## src/rtl/light_bar_pkg.sv

```systemverilog
// light_pkg: shared types and helpers for the light_bar playfield.
//   state_t     : round state (PLAY, WIN_L, WIN_R)
//   onehot_pos  : N-bit one-hot image of a cell index, returned in a 32-bit
//                 container (N is at most 32); callers keep the low N bits.
package light_pkg;

  typedef enum logic [1:0] {
    PLAY  = 2'd0,
    WIN_L = 2'd1,
    WIN_R = 2'd2
  } state_t;

  localparam int unsigned MAX_CELLS = 32;

  function automatic logic [MAX_CELLS-1:0] onehot_pos(input int unsigned p,
                                                     input int unsigned n);
    logic [MAX_CELLS-1:0] v;
    v = '0;
    for (int unsigned i = 0; i < MAX_CELLS; i++) begin
      if (i < n && i == p) v[i] = 1'b1;
    end
    return v;
  endfunction

endpackage

```

## src/rtl/light_bar_if.sv

```systemverilog
// light_bar_if: key inputs and display/score outputs of the playfield.
//   L, R, Restart          : driven by the master (key logic / bench)
//   leds, pos, winL, winR,
//   scoreL, scoreR         : driven by the slave (light_bar)
// N and SCORE_W must match the parameters of the attached light_bar.
interface light_bar_if #(
  parameter int N       = 9,
  parameter int SCORE_W = 3
);
  localparam int PW = $clog2(N);

  logic               L;
  logic               R;
  logic               Restart;
  logic [N-1:0]       leds;
  logic [PW-1:0]      pos;
  logic               winL;
  logic               winR;
  logic [SCORE_W-1:0] scoreL;
  logic [SCORE_W-1:0] scoreR;

  modport master (
    output L, R, Restart,
    input  leds, pos, winL, winR, scoreL, scoreR
  );

  modport slave (
    input  L, R, Restart,
    output leds, pos, winL, winR, scoreL, scoreR
  );
endinterface

```

## src/rtl/light_bar_key_edge.sv

```systemverilog
// key_edge: rising-edge detector for one synchronised key level.
//   Clock, RST (sync, active-high), key -> press (one cycle per rising edge)
// The previous sample resets to 1 so a key held through reset is not a press.
module key_edge (
  input  logic Clock,
  input  logic RST,
  input  logic key,
  output logic press
);
  logic keyPrev;

  always_ff @(posedge Clock) begin
    if (RST) keyPrev <= 1'b1;
    else     keyPrev <= key;
  end

  assign press = key & ~keyPrev;
endmodule

```

## src/rtl/light_bar.sv

```systemverilog
// light_bar: N-cell tug-of-war playfield with one lit cell.
//   Clock, RST (sync, active-high)
//   bus (slave): L/R keys, Restart in; leds, pos, winL, winR, scoreL, scoreR out
// Parameters: N cells, CENTER home cell, WRAP (1 = endless scroller, no wins),
// SCORE_W width of the saturating win counters.
//
// state | meaning
// PLAY  | lit cell moves on presses
// WIN_L | left player won; leds dark until Restart
// WIN_R | right player won; leds dark until Restart
module light_bar
  import light_pkg::*;
#(
  parameter int N       = 9,
  parameter int CENTER  = N / 2,
  parameter int WRAP    = 0,
  parameter int SCORE_W = 3
) (
  input  logic       Clock,
  input  logic       RST,
  light_bar_if.slave bus
);
  localparam int PW = $clog2(N);
  localparam logic [PW-1:0]      HOME = PW'(CENTER);
  localparam logic [PW-1:0]      LAST = PW'(N - 1);
  localparam logic [SCORE_W-1:0] SMAX = {SCORE_W{1'b1}};

  state_t             state, stateNext;
  logic [PW-1:0]      pos, posNext;
  logic [SCORE_W-1:0] scoreL, scoreLNext;
  logic [SCORE_W-1:0] scoreR, scoreRNext;
  logic               pressL, pressR;
  logic [MAX_CELLS-1:0] cellVec;

  key_edge uEdgeL (.Clock(Clock), .RST(RST), .key(bus.L), .press(pressL));
  key_edge uEdgeR (.Clock(Clock), .RST(RST), .key(bus.R), .press(pressR));

  always_ff @(posedge Clock) begin
    if (RST) begin
      state  <= PLAY;
      pos    <= HOME;
      scoreL <= '0;
      scoreR <= '0;
    end else begin
      state  <= stateNext;
      pos    <= posNext;
      scoreL <= scoreLNext;
      scoreR <= scoreRNext;
    end
  end

  always_comb begin
    stateNext  = state;
    posNext    = pos;
    scoreLNext = scoreL;
    scoreRNext = scoreR;
    if (bus.Restart) begin
      // Restart wins over any coincident press, in every state.
      stateNext = PLAY;
      posNext   = HOME;
    end else if (state == PLAY && (pressL ^ pressR)) begin
      // Simultaneous presses cancel, hence the XOR.
      if (pressL) begin
        if (pos != LAST)    posNext = pos + PW'(1);
        else if (WRAP != 0) posNext = '0;
        else begin
          stateNext = WIN_L;
          if (scoreL != SMAX) scoreLNext = scoreL + SCORE_W'(1);
        end
      end else begin
        if (pos != '0)      posNext = pos - PW'(1);
        else if (WRAP != 0) posNext = LAST;
        else begin
          stateNext = WIN_R;
          if (scoreR != SMAX) scoreRNext = scoreR + SCORE_W'(1);
        end
      end
    end
  end

  assign cellVec    = onehot_pos(32'(pos), unsigned'(N));
  assign bus.leds   = (state == PLAY) ? cellVec[N-1:0] : '0;
  assign bus.pos    = pos;
  assign bus.winL   = (state == WIN_L);
  assign bus.winR   = (state == WIN_R);
  assign bus.scoreL = scoreL;
  assign bus.scoreR = scoreR;
endmodule

```

## src/flat_wrapper.sv

```systemverilog
// flat-port wrapper written by rule: the top's interface ports become plain ports
module light_bar_flat import light_pkg::*;
#(
  parameter int N       = 9,
  parameter int CENTER  = N / 2,
  parameter int WRAP    = 0,
  parameter int SCORE_W = 3
)
  (Clock, RST, bus_L, bus_R, bus_Restart, bus_leds, bus_pos, bus_winL, bus_winR, bus_scoreL, bus_scoreR);
  light_bar_if #(.N(N), .SCORE_W(SCORE_W)) bus_i ();
  input  logic Clock;
  input  logic RST;
  input wire logic [$bits(bus_i.L)-1:0] bus_L;
  input wire logic [$bits(bus_i.R)-1:0] bus_R;
  input wire logic [$bits(bus_i.Restart)-1:0] bus_Restart;
  output wire logic [$bits(bus_i.leds)-1:0] bus_leds;
  output wire logic [$bits(bus_i.pos)-1:0] bus_pos;
  output wire logic [$bits(bus_i.winL)-1:0] bus_winL;
  output wire logic [$bits(bus_i.winR)-1:0] bus_winR;
  output wire logic [$bits(bus_i.scoreL)-1:0] bus_scoreL;
  output wire logic [$bits(bus_i.scoreR)-1:0] bus_scoreR;
  assign bus_i.L = bus_L;
  assign bus_i.R = bus_R;
  assign bus_i.Restart = bus_Restart;
  assign bus_leds = bus_i.leds;
  assign bus_pos = bus_i.pos;
  assign bus_winL = bus_i.winL;
  assign bus_winR = bus_i.winR;
  assign bus_scoreL = bus_i.scoreL;
  assign bus_scoreR = bus_i.scoreR;
  light_bar #(.N(N), .CENTER(CENTER), .WRAP(WRAP), .SCORE_W(SCORE_W)) u_core (.Clock(Clock), .RST(RST), .bus(bus_i));
endmodule
```

## config.mk

```make
export PLATFORM = sky130hd
export DESIGN_NAME = light_bar_flat
export DESIGN_NICKNAME = d
export VERILOG_FILES = /design/src/rtl/light_bar_pkg.sv /design/src/rtl/light_bar_if.sv /design/src/rtl/light_bar_key_edge.sv /design/src/rtl/light_bar.sv /design/src/flat_wrapper.sv
export SDC_FILE = /design/constraint.sdc
export NUM_CORES = 1
export LEC_CHECK = 0
export BUFFER_PORTS_ARGS = -buffer_cell sky130_fd_sc_hd__buf_4
export CAP_MARGIN = 0
export CELL_PAD_IN_SITES_DETAIL_PLACEMENT = 1
export CELL_PAD_IN_SITES_GLOBAL_PLACEMENT = 2
export CORE_UTILIZATION = 31
export CTS_CLUSTER_SIZE = 30
export DETAILED_ROUTE_END_ITERATION = 10
export PLACE_DENSITY = 0.79
export SLEW_MARGIN = 10
export SYNTH_ARGS = -nofsm -noshare
export SYNTH_HDL_FRONTEND = slang
export SYNTH_SLANG_ARGS = --single-unit
```

## constraint.sdc

```tcl
create_clock -name Clock -period 4.9 [get_ports Clock]
set_input_delay 0.49 -clock Clock [delete_from_list [all_inputs] [get_ports Clock]]
set_output_delay 0.49 -clock Clock [all_outputs]
set_load 0.03 [all_outputs]
```

# == After elaboration in Yosys (flattened, before gate mapping) ==
# Index checks and enable logic that the tools add are counted.
# totals
romBits,0
latch_bits,0
elab_cells,61
ram_bits,0
memories,0
ff_bits,14
input_bits,5
# classes
n_bitwise,9
multipliers,0
eq_ne,16
addsub,4
magnitude_cmp,0
div,0
n_reduce_logical,10
shifts,0
n_mux,16
# op_table
operator,n
equality test 3 x 4 -> 1 bit (first input constant),4
2-to-1 mux 4 bit,3
AND reduction 5 bit,2
2-to-1 mux 1 bit,9
2-to-1 mux 9 bit,1
equality test 2 x 4 -> 1 bit (first input constant),2
adder 3 x 1 -> 3 bit (second input constant),2
2-to-1 mux 2 bit,3
!= test 3 bit (second input constant),2
inverter 1 bit,6
AND reduction 3 bit,2
adder 4 x 1 -> 4 bit (second input constant),1
equality test 1 x 4 -> 1 bit (first input constant),1
equality test 4 bit (first input constant),1
zero test 4 bit,1
!= test 2 bit (second input constant),2
!= test 4 bit (second input constant),1
nonzero test 4 bit,1
subtractor 4 x 1 -> 4 bit (second input constant),1
AND 1 bit,2
equality test 2 x 1 -> 1 bit (second input constant),1
equality test 2 bit (second input constant),1
zero test 2 bit,1
!= test 2 x 1 -> 1 bit (second input constant),1
other kinds (4),4

# == Depth between registers and ports, before layout ==
# depth
depth_word,5
depth_mapped,7
mapped_depth_nobuf,7

# == By module ==
# From an unflattened synthesis, not the netlist that was laid out.
# unflattened
hier_cells,90
area_unflattened_um2,834.6
# modules_own_cells
mod,instances,cells_per_inst,seq_area_each_um2,area_each_um2
light_bar,1,84,240.2,769.5
key_edge,2,3,20.0,32.5

# == Worst setup path before layout ==
# No wires, ideal clock.
# synth_timing
kind,reg2out
start,"register u_core.pos[0], in the netlist u_core.bus.pos[0]"
end,output port bus_leds[8]
stages_incl_launch_ff,6
slack_ns,2.928
t_required_ns,4.410
t_arrival_ns,1.482
path_cell_list,dfxtp_1 > inv_1 > ha_1 > and2b_1 > nand3_1 > inv_1
# synth_between
elab_chain_cells,3
# synth_rtl
element,line,source
"start, declared",light_bar.sv:29,"logic [PW-1:0] pos, posNext;"
"start signal, assigned",light_bar.sv:46,pos <= posNext;
equality test 4 bit,light_bar_pkg.sv:20,if (i < n && i == p) v[i] = 1'b1;
2-to-1 mux 1 bit,light_bar_pkg.sv:20,
2-to-1 mux 9 bit,light_bar.sv:82,assign bus.leds = (state == PLAY) ? cellVec[N-1:0] : '0;
"end, declared",flat_wrapper.sv:16,output wire logic [$bits(bus_i.leds)-1:0] bus_leds;
# Every way passes these cells.

# == Final worst setup path ==
# Same ends and word-level chain as after synthesis.

==> flow_summary.json <==
{
  "timing.setup.tns_ns": 0,
  "drc": 0,
  "clk_latency_ns": 0.29,
  "multi_input_area_um2": 538,
  "yosysSeqAreaShare_pct": 32.9,
  "arrival_ns": 1.76,
  "wl_mm": 1.92,
  "rows": 18,
  "post_cts_buffers": 0,
  "drive_above_1_share_pct": 33.9,
  "layout_commonest_cell": "buf_4",
  "fin_cells": 145,
  "io_buffer_count": 25,
  "die-area_um2": 2960,
  "path_class": "reg -> out",
  "wl_per_cell_um": 13.2,
  "seq_area_um2": 280,
  "cts-htree-levels": 1,
  "synthMuxAreaShare_pct": 7.20,
  "grt_max_degree": 14,
  "grt_util_all_layers_pct": 14.2,
  "placedCellCount": 141,
  "ys_ff_latch": 14,
  "grt_pass1_vias": 671,
  "cp-start-kind": "flop",
  "outcome": "finished, final reports clean",
  "routed-via-count": 712,
  "syn-cell-area_um2": 852,
  "finalSetupViolCount": 0,
  "path_clk_slew_ns": 0.09,
  "clk_path_buf_depth": 2,
  "grt_pass1_wl_mm": 3.02,
  "postCtsHoldBufs": 0,
  "synth_cells": 89,
  "finish.net_count": 130,
  "leakage_nw": 0.519,
  "irDropWorstVdd_v": 0.000167,
  "ys_warn_count": 0,
  "drt-pass1-iter-count": 4,
  "worstPathRequired_ns": 4.41,
  "clock-skew-final_ns": 0.00210,
  "finalCritPeriodShare_pct": 45.9,
  "dp_hpwl_mm": 1.49,
  "via_per_inst": 4.91,
  "post_cts_resized": 0,
  "synth-compound-area-share_pct": 8.96,
  "hold_path_class": "in -> reg",
  "synth-xor-area-share_pct": 5.14,
  "grt_overflow": 0,
  "antenna_found_initial": 0,
  "clock_sinks": 14,
  "io_pins": 26,
  "synth_nets": 103,
  "ys_top_cells_by_area": "dfxtp_1 (33%), ha_1 (13%), mux2i_1 (5.9%), nor2_1 (4.8%), xnor2_1 (4.1%)",
  "slew_viol_final": 0,
  "place_area_um2": 1060,
  "timing.fmax_mhz": 445,
  "drtIter0Drc": 7,
  "start_util_pct": 33.5,
  "netlist.area_leader.share_pct": 32.9,
  "die_w_um": 54.4,
  "relSlewSlack_pct": 67.6,
  "numCtsBuffers": 3,
  "rsz0062_at_grt": "false",
  "fillers": 310,
  "min_period_ns": 2.25,
  "hold_viol": 0,
  "area_delta_synth_final_pct": 28.5,
  "powerDensity_nw_per_um2": 221,
  "end_kind": "output port",
  "final_cell_mix": "buf_4 (25), dfxtp_1 (14), nor2_1 (11)",
  "synth_top_area_cell": "dfxtp_1",
  "gp_congestion": 0.728,
  "synthAdderAreaFrac_pct": 13.2,
  "die_h_um": 54.4,
  "ys_types": 31,
  "synth_top_family_by_area": "simple AND/OR/NAND/NOR gates",
  "tightest_slew_ns": 0.483,
  "fp.coreArea_um2": 2540,
  "syn-mean-instance-area_um2": 9.57,
  "maxCapViolations": 0,
  "insertedDiodeCount": 0,
  "crit_fanout": 7,
  "stdcell_area_um2": 1090,
  "cts_tree": "built",
  "synthSimpleGateAreaFrac_pct": 28.6,
  "root_buffer": "clkbuf_4",
  "ant_nets": 0
}
## final cells by class
class / instances / area share [%]
clock buffer: 4 / 3.31
inverter: 4 / 1.37
multi-input combinational: 68 / 49.1
sequential: 14 / 25.6
tap: 30 / 3.43
timing repair buffer: 25 / 17.1
## critical path, stage by stage, from the launching register on
cell     delay (ns)
dfxtp_1        0.47
inv_1          0.13
ha_1           0.24
and2b_1        0.21
nand3_1        0.19
inv_1          0.06
buf_4          0.17
## kinds of logic (layout without fill, tap and decap cells)
logic type | count (synthesis) | in the layout
XOR/XNOR | 5 | 5
multiplexers | 6 | 6
adder cells (fa/ha/maj) | 9 | 9
flip-flops | 14 | 14
AO/OA/AOI/OAI | 9 | 9
buffers and inverters | 7 | 33
AND/OR/NAND/NOR | 39 | 39
## sequential cells by signal, summed over array words and instances, names as in the netlist
| signal | count |
|---|---|
| u_core.bus.pos | 4 |
| u_core.bus.scoreL | 3 |
| u_core.bus.scoreR | 3 |
| u_core.state | 2 |
| u_core.uEdgeL.keyPrev | 1 |
| u_core.uEdgeR.keyPrev | 1 |
## routing by layer
metal / global-route usage [%] / up-vias / wire (um)
met5: 0 / - / 0
met4: 5.13 / 0 / 21
met3: 3.33 / 2 / 83
met2: 22.6 / 16 / 829
met1: 18.4 / 335 / 980
li1: - / 359 / -
## worst paths after layout
path,from,to,slack (ns),cells past startpoint
hold reg to reg,u_core.bus.scoreL[1],u_core.bus.scoreL[1],0.54,2
setup / recovery,u_core.bus.pos[0],bus_leds[8],2.65,6
hold / removal,bus_R,u_core.uEdgeR.keyPrev,0.39,2
setup reg to reg,u_core.bus.pos[0],u_core.bus.pos[1],3.03,6
## report_power, final
part | internal (mW) | total, mW | switching [mW]
Sequential | 0.116 | 0.119 | 0.00286
Clock | 0.0453 | 0.0883 | 0.0429
Combinational | 0.0151 | 0.0352 | 0.0201
## cells in the mapped netlist
cell / instances
a21oi_1: 3
a221oi_4: 1
a31o_1: 1
and2_1: 4
and2b_1: 1
and3_1: 5
buf_1: 1
buf_6: 1
clkbuf_1: 1
dfxtp_1: 14
ha_1: 9
inv_1: 4
mux2_2: 1
mux2i_1: 5
nand2_1: 1
nand3_1: 1
nand4_1: 2
nor2_1: 11
nor2b_1: 2
nor2b_4: 1
nor3_1: 4
nor3_2: 2
nor4_4: 1
o21a_1: 1
o21ai_0: 1
o21ai_1: 1
o41ai_1: 1
or2_2: 3
or3_4: 1
xnor2_1: 4
xor2_1: 1
## metrics by stage
step	util, %	hold WS (ns)	power, mW	setup slack, ns
5_1_grt	43.0	0.393	0.251	2.55
4_1_cts	43.0	0.385	0.244	2.64
2_1_floorplan	-	0.491	0.145	2.93
3_5_place_dp	41.6	0.529	0.157	2.92
6_report	43.0	0.389	0.242	2.65
3_3_place_gp	41.6	0.508	0.156	2.94
No activity file was read; power rests on OpenSTA's default activity.
